## src/rtl/flag_unit.sv

```systemverilog
`default_nettype none
// flag_unit: registered N/Z/C/V condition-code unit with a one-cycle registered branch decision.
// Define FLAG_STACK_EN to build the LIFO flag-save stack (push/pop, stk_*).
module flag_unit #(
  parameter int WIDTH       = 32,
  parameter int STACK_DEPTH = 4
) (
  input  logic                         clk,
  input  logic                         rst_n,
  input  logic [WIDTH-1:0]             result,
  input  logic                         carry_in,
  input  logic                         ovf_in,
  input  logic                         flag_we,
  input  logic                         eval,
  input  logic [3:0]                   cond_sel,
  input  logic                         push,
  input  logic                         pop,
  output logic [3:0]                   flags,
  output logic                         take,
  output logic                         take_valid,
  output logic [$clog2(STACK_DEPTH):0] stk_count,
  output logic                         stk_full,
  output logic                         stk_empty,
  output logic                         stk_err
);

  localparam int CW = $clog2(STACK_DEPTH) + 1;

  // Flag vector layout is {N, Z, C, V}.
  function automatic logic f_cond(input logic [3:0] sel, input logic [3:0] f);
    logic n, z, c, v;
    logic res;
    {n, z, c, v} = f;
    res = 1'b0;
    case (sel)
      4'd0:    res = 1'b0;
      4'd1:    res = z;
      4'd2:    res = n;
      4'd3:    res = ~z;
      4'd4:    res = ~n & ~z;
      4'd5:    res = c;
      4'd6:    res = ~c;
      4'd7:    res = 1'b1;
      4'd8:    res = v;
      4'd9:    res = ~v;
      4'd10:   res = n | z;
      4'd11:   res = ~n;
      4'd12:   res = n ^ v;
      4'd13:   res = ~(n ^ v);
      default: res = 1'b0;
    endcase
    return res;
  endfunction

  logic [3:0] r_flags;
  logic       r_take;
  logic       r_take_valid;

  logic [3:0] w_new_flags;
  logic [3:0] w_eval_flags;
  logic       w_we_eff;
  logic       w_pop_ok;
  logic [3:0] w_pop_data;

  assign w_new_flags = {result[WIDTH-1], (result == '0), carry_in, ovf_in};

`ifdef FLAG_STACK_EN
  localparam int AW = (STACK_DEPTH > 1) ? $clog2(STACK_DEPTH) : 1;

  logic [3:0]    r_stack [STACK_DEPTH];
  logic [CW-1:0] r_count;
  logic          r_err;

  logic          w_full;
  logic          w_empty;
  logic          w_push_only;
  logic          w_pop_only;
  logic          w_push_ok;
  logic [AW-1:0] w_wr_idx;
  logic [AW-1:0] w_rd_idx;

  assign w_full      = (r_count == CW'(STACK_DEPTH));
  assign w_empty     = (r_count == '0);
  assign w_push_only = push & ~pop;
  assign w_pop_only  = pop & ~push;
  assign w_push_ok   = w_push_only & ~w_full;
  assign w_pop_ok    = w_pop_only & ~w_empty;
  assign w_wr_idx    = r_count[AW-1:0];
  assign w_rd_idx    = w_wr_idx - AW'(1);
  assign w_pop_data  = r_stack[w_rd_idx];
  // A pop request (even a rejected one) takes priority over a flag write.
  assign w_we_eff    = flag_we & ~w_pop_only;

  always_ff @(posedge clk) begin
    if (w_push_ok) begin
      r_stack[w_wr_idx] <= r_flags;
    end
  end

  always_ff @(posedge clk or negedge rst_n) begin
    if (!rst_n) begin
      r_count <= '0;
      r_err   <= 1'b0;
    end else begin
      if (w_push_ok) begin
        r_count <= r_count + CW'(1);
      end else if (w_pop_ok) begin
        r_count <= r_count - CW'(1);
      end
      if ((w_push_only & w_full) | (w_pop_only & w_empty)) begin
        r_err <= 1'b1;
      end
    end
  end

  assign stk_count = r_count;
  assign stk_full  = w_full;
  assign stk_empty = w_empty;
  assign stk_err   = r_err;
`else
  logic w_unused_stack;

  assign w_unused_stack = push ^ pop;
  assign w_pop_ok       = 1'b0;
  assign w_pop_data     = 4'b0000;
  assign w_we_eff       = flag_we;
  assign stk_count      = '0;
  assign stk_full       = 1'b0;
  assign stk_empty      = 1'b1;
  assign stk_err        = 1'b0;
`endif

  // Same-cycle flag write is forwarded to the condition; a pop cycle sees pre-pop flags.
  assign w_eval_flags = w_we_eff ? w_new_flags : r_flags;

  always_ff @(posedge clk or negedge rst_n) begin
    if (!rst_n) begin
      r_flags      <= 4'b0000;
      r_take       <= 1'b0;
      r_take_valid <= 1'b0;
    end else begin
      if (w_pop_ok) begin
        r_flags <= w_pop_data;
      end else if (w_we_eff) begin
        r_flags <= w_new_flags;
      end
      if (eval) begin
        r_take <= f_cond(cond_sel, w_eval_flags);
      end
      r_take_valid <= eval;
    end
  end

  assign flags      = r_flags;
  assign take       = r_take;
  assign take_valid = r_take_valid;

endmodule
`default_nettype wire

```

## config.mk

```make
export PLATFORM = sky130hd
export DESIGN_NAME = flag_unit
export DESIGN_NICKNAME = d
export VERILOG_FILES = /design/src/rtl/flag_unit.sv
export SDC_FILE = /design/constraint.sdc
export NUM_CORES = 1
export LEC_CHECK = 0
export CAP_MARGIN = 20
export CORE_ASPECT_RATIO = 1.4
export CORE_UTILIZATION = 25
export DETAILED_ROUTE_END_ITERATION = 6
export PLACE_DENSITY = 0.69
export SYNTH_ARGS = -nofsm -noshare
export SYNTH_HDL_FRONTEND = slang
export SYNTH_SLANG_ARGS = --single-unit
```

## constraint.sdc

```tcl
create_clock -name clk -period 2.9 [get_ports clk]
set_input_delay 0.435 -clock clk [delete_from_list [all_inputs] [get_ports clk]]
set_output_delay 0.435 -clock clk [all_outputs]
set_load 0.02 [all_outputs]
```

# [Word-level counts from Yosys, hierarchy flattened]
# Cells that the tools add are included.
[totals] elab_cells=27 output_inout_bits=12 ff_bits=6 inputBits=44
[op_classes] n_mux=2 reduce_logical=1 bitwise_logic=8 eq_ne=13
[ops] op="$logic_not A32 Y1" count=1
[ops] op="$eq A4 B4 Y1 const B" count=6
[ops] op="$eq A4 B3 Y1 const B" count=4
[ops] op="$pmux W1 S13" count=1
[ops] op="$eq A4 B2 Y1 const B" count=2
[ops] op="$not A1 Y1" count=5
[ops] op="$eq A4 B1 Y1 const B" count=1
[ops] op="$mux W4" count=1
[ops] op="$and A1 B1 Y1" count=1
[ops] op="$or A1 B1 Y1" count=1
[ops] op="$xor A1 B1 Y1" count=1

# [Logic depth before layout (Yosys ltp)]
[logic_depth] ltp_word=5 mapped_depth=7

# [Least setup slack after synthesis]
# Ideal clock, no wire load.
[synth_timing] kind="input port to flip-flop" start="in flag_we" end="reg r_take (netlist: take)" arrival_ps=1417 slack_ps=1355 setup_time_ps=129 cell_stages=6 cell_sequence="buf_6 nor4b_4 nand4_1 or3_1 mux2i_1 a31oi_1"
[synth_via] elab_chain_cells=4 elab_cells_between_ends=10
[synth_rtl] element="from (decl)" line_no="13" rtl="input logic flag_we,"
[synth_rtl] element="$mux W4 (*)"
[synth_rtl] element="$xor A1 B1 Y1, or another cell as far along" line_no="48, 49"
[synth_rtl] element="$not A1 Y1 or $and A1 B1 Y1 (tied branches)" line_no="49, 40"
[synth_rtl] element="$pmux W1 S13 (*)" line_no="35" rtl="case (sel)"
[synth_rtl] element="to (signal assigned)" line_no="148" rtl="r_take <= f_cond(cond_sel, w_eval_flags);"
[synth_rtl] element="to (decl)" line_no="56" rtl="logic r_take;"
# Mark *: on every way between the ends. The rest lies on a longest branch, timed or not.
# A chain may end at the register's enable or synchronous reset.

# [Worst setup path in the final report]
# Ends and elaborated chain as after synthesis.

==> results.cfg <==
[clocking]
ctsLongestPathBuffers = 2
ctsResizeCount = 0
tritoncts = built
cts_sinks = 6
cts_htree_levels = 1
clkTransAtPathRegs_ns = 0.04
clk_latency_ns = 0.24
cts_setup_buffers = 0
cts_buffers = 3
cts_hold_buf = 0
cts_root_buf = clkbuf_4

[global_route]
grt_antenna_before_repair = 0
grt_usage = 0.1377
grt_pass1_vias = 621
grt_pass1_wl_um = 2642
grt_max_degree = 13
overflow = 0

[timing]
drv_slew = 0
whs_ns = 0.4332
finalClockSkew_ns = 0.002447
grt_setup_unrepaired = false
period_minus_slack_ns = 2.130
setup_viol = 0
fin_crit_sh = 0.7346
fmax_ghz = 0.4694
fin_tns_setup_ns = 0
finalHoldViolCount = 0

[power]
swShare = 0.2874
p_leak_nw = 0.3983
ir_worst_vdd_mv = 0.2163
power_density_nw_per_um2 = 293.1
p_int_uw = 217.4
seq_power_share = 0.310
p_sw_uw = 87.69
clkPwrFrac = 0.245
power_frac_comb = 0.444

[placed_design]
io_buffers = 47
dp.final_hpwl_um = 1420
dpl_cell_area_um2 = 1018
dp_cells = 133
place.gp.congestion = 0.8079

[drt]
drc = 0
viasPerCell = 4.963
dr_total_vias = 675
wire_per_inst_um = 12.62
wl_um = 1716
antenna_left = 0
drt_iter0_drc = 8
drt_pass1_iterations = 7

[die]
io_pins = 56
core_um2 = 2177
rows = 20
die-area_um2 = 2522
die_width_um = 42.73
start_util = 0.2667
chipHeight_um = 59.02

[synthesis]
synth-seq-area-share = 0.2586
yosys_warnings = 0
avgSynthCellArea_um2 = 8.177
synth_cell_types = 30
ys_seq_elements = 6
synthCells = 71
syn_area_um2 = 580.6

[layout]
nNetsFinal = 160
fin_cells = 136
layout-drive-gt1-share = 0.05263
diodes = 0
area_growth_pct = 79.31
utilization = 0.4782
post-route-cell-area_um2 = 1041

[outcome]
status = finished, final reports clean

[critical_path]
cp-end-kind = flip-flop
critPathRequiredTime_ns = 3.01
critPathLaunchType = primary input
path_max_fanout = 8
critPathKind = primary input to flip-flop
arrival_ns = 2.24

[hold_path]
hp-class = primary input to async pin

[job]
max-cap-violations = 0
==> stage by stage <==
| stage | setup WS [ns] | power [mW] |
|---|---|---|
| 2_1_floorplan | 1.355 | 0.1596 |
| 3_3_place_gp | 0.5494 | 0.2297 |
| 3_5_place_dp | 0.5202 | 0.2313 |
| 4_1_cts | 0.7256 | 0.3096 |
| 5_1_grt | 0.5747 | 0.3228 |
| 6_report | 0.7698 | 0.3051 |
==> path summary, 6_finish.rpt <==
check	start	endpoint	slack, ns	cells past startpoint
max	flag_we	take$_DFFE_PN0P_	0.77	6
min	rst_n	take$_DFFE_PN0P_	0.43	1
max reg2reg	flags[0]$_DFF_PN0_	take$_DFFE_PN0P_	1.45	6
min reg2reg	flags[1]$_DFF_PN0_	flags[1]$_DFF_PN0_	0.55	1
max in group asynchronous	rst_n	flags[3]$_DFF_PN0_	2.25	1
min in group clk	flags[1]$_DFF_PN0_	flags[1]$_DFF_PN0_	0.55	1
==> layout by cell type (no fill, tap or decap), drive strengths merged <==
master | netlist | final
a211oi | 1 | 1
a21o | 1 | 1
a21oi | 5 | 5
a221oi | 1 | 1
a31oi | 3 | 3
clkbuf | 2 | 3
clkdlybuf4s50 | 0 | 47
conb | 2 | 6
dfrtp | 6 | 6
inv | 5 | 5
mux2 | 1 | 1
mux2i | 3 | 3
nand2 | 2 | 2
nand3 | 4 | 4
nand3b | 2 | 2
nand4 | 1 | 1
nor2 | 3 | 3
nor2b | 3 | 3
nor3 | 1 | 1
nor3b | 1 | 1
nor4 | 7 | 7
nor4b | 1 | 1
o21ai | 2 | 2
o41ai | 1 | 1
or3 | 2 | 2
xnor2 | 2 | 2
==> power groups by stage <==
stage                     clock (mW)  sequential (mW)  combinational [mW]
after detailed placement           0           0.0958               0.135
after floorplan                    0            0.105              0.0550
final                         0.0749           0.0947               0.136
after global placement             0           0.0959               0.134
after global routing          0.0825           0.0956               0.145
after CTS                     0.0782           0.0949               0.136
==> critical path, cell delays in order <==
cell,delay (ns)
clkdlybuf4s50_1,0.70
nor4b_4,0.26
nand4_1,0.12
or3_1,0.42
mux2i_1,0.20
a31oi_1,0.11
==> cell families after synthesis <==
family                    after synthesis  share of synthesized area
and+or+nand+nor                        27                     0.2953
buffers and inverters                  16                     0.1616
AOI/OAI and AO/OA                      14                     0.1487
DFF                                     6                     0.2586
muxes                                   4                    0.09267
xor gates and xnor gates                2                    0.03018
other                                   2                    0.01294
==> layout make-up <==
| cell class | count | area (µm²) |
|---|---|---|
| sequential | 6 | 150.1 |
| multi-input combinational | 53 | 351.6 |
| timing repair buffer | 47 | 470.5 |
| clock buffer | 3 | 22.52 |
| fill | 207 | 1136 |
| inverter | 5 | 18.77 |
| tap | 22 | 27.53 |
==> Yosys cell counts <==
cell,count,area [µm²]
a211oi_1,1,7.510
a21o_1,1,7.510
a21oi_1,5,25.02
a221oi_1,1,8.760
a31oi_1,3,18.77
buf_2,2,10.01
buf_4,6,45.04
buf_6,1,11.26
clkbuf_1,1,3.750
clkbuf_2,1,5.000
conb_1,2,7.510
dfrtp_1,6,150.1
inv_1,5,18.77
mux2_2,1,11.26
mux2i_1,2,20.02
mux2i_4,1,22.52
nand2_1,2,7.510
nand3_1,4,20.02
nand3b_1,2,15.01
nand4_1,1,6.260
nor2_1,3,11.26
nor2b_1,3,18.77
nor3_1,1,5.000
nor3b_1,1,7.510
nor4_1,7,43.79
nor4b_4,1,23.77
o21ai_0,2,10.01
o41ai_1,1,8.760
or3_1,2,12.51
xnor2_1,2,17.52
==> layer usage <==
metal	track usage	wire length (µm)
met5	0	0
met4	0.04018	0
met3	0.05793	285
met2	0.2619	839
met1	0.1317	590
==> state kept, by name, indices dropped and copies added, names as in the netlist <==
register,count
take_valid,1
take,1
flags,4
Note: power is estimated with default switching activity, not from simulation.
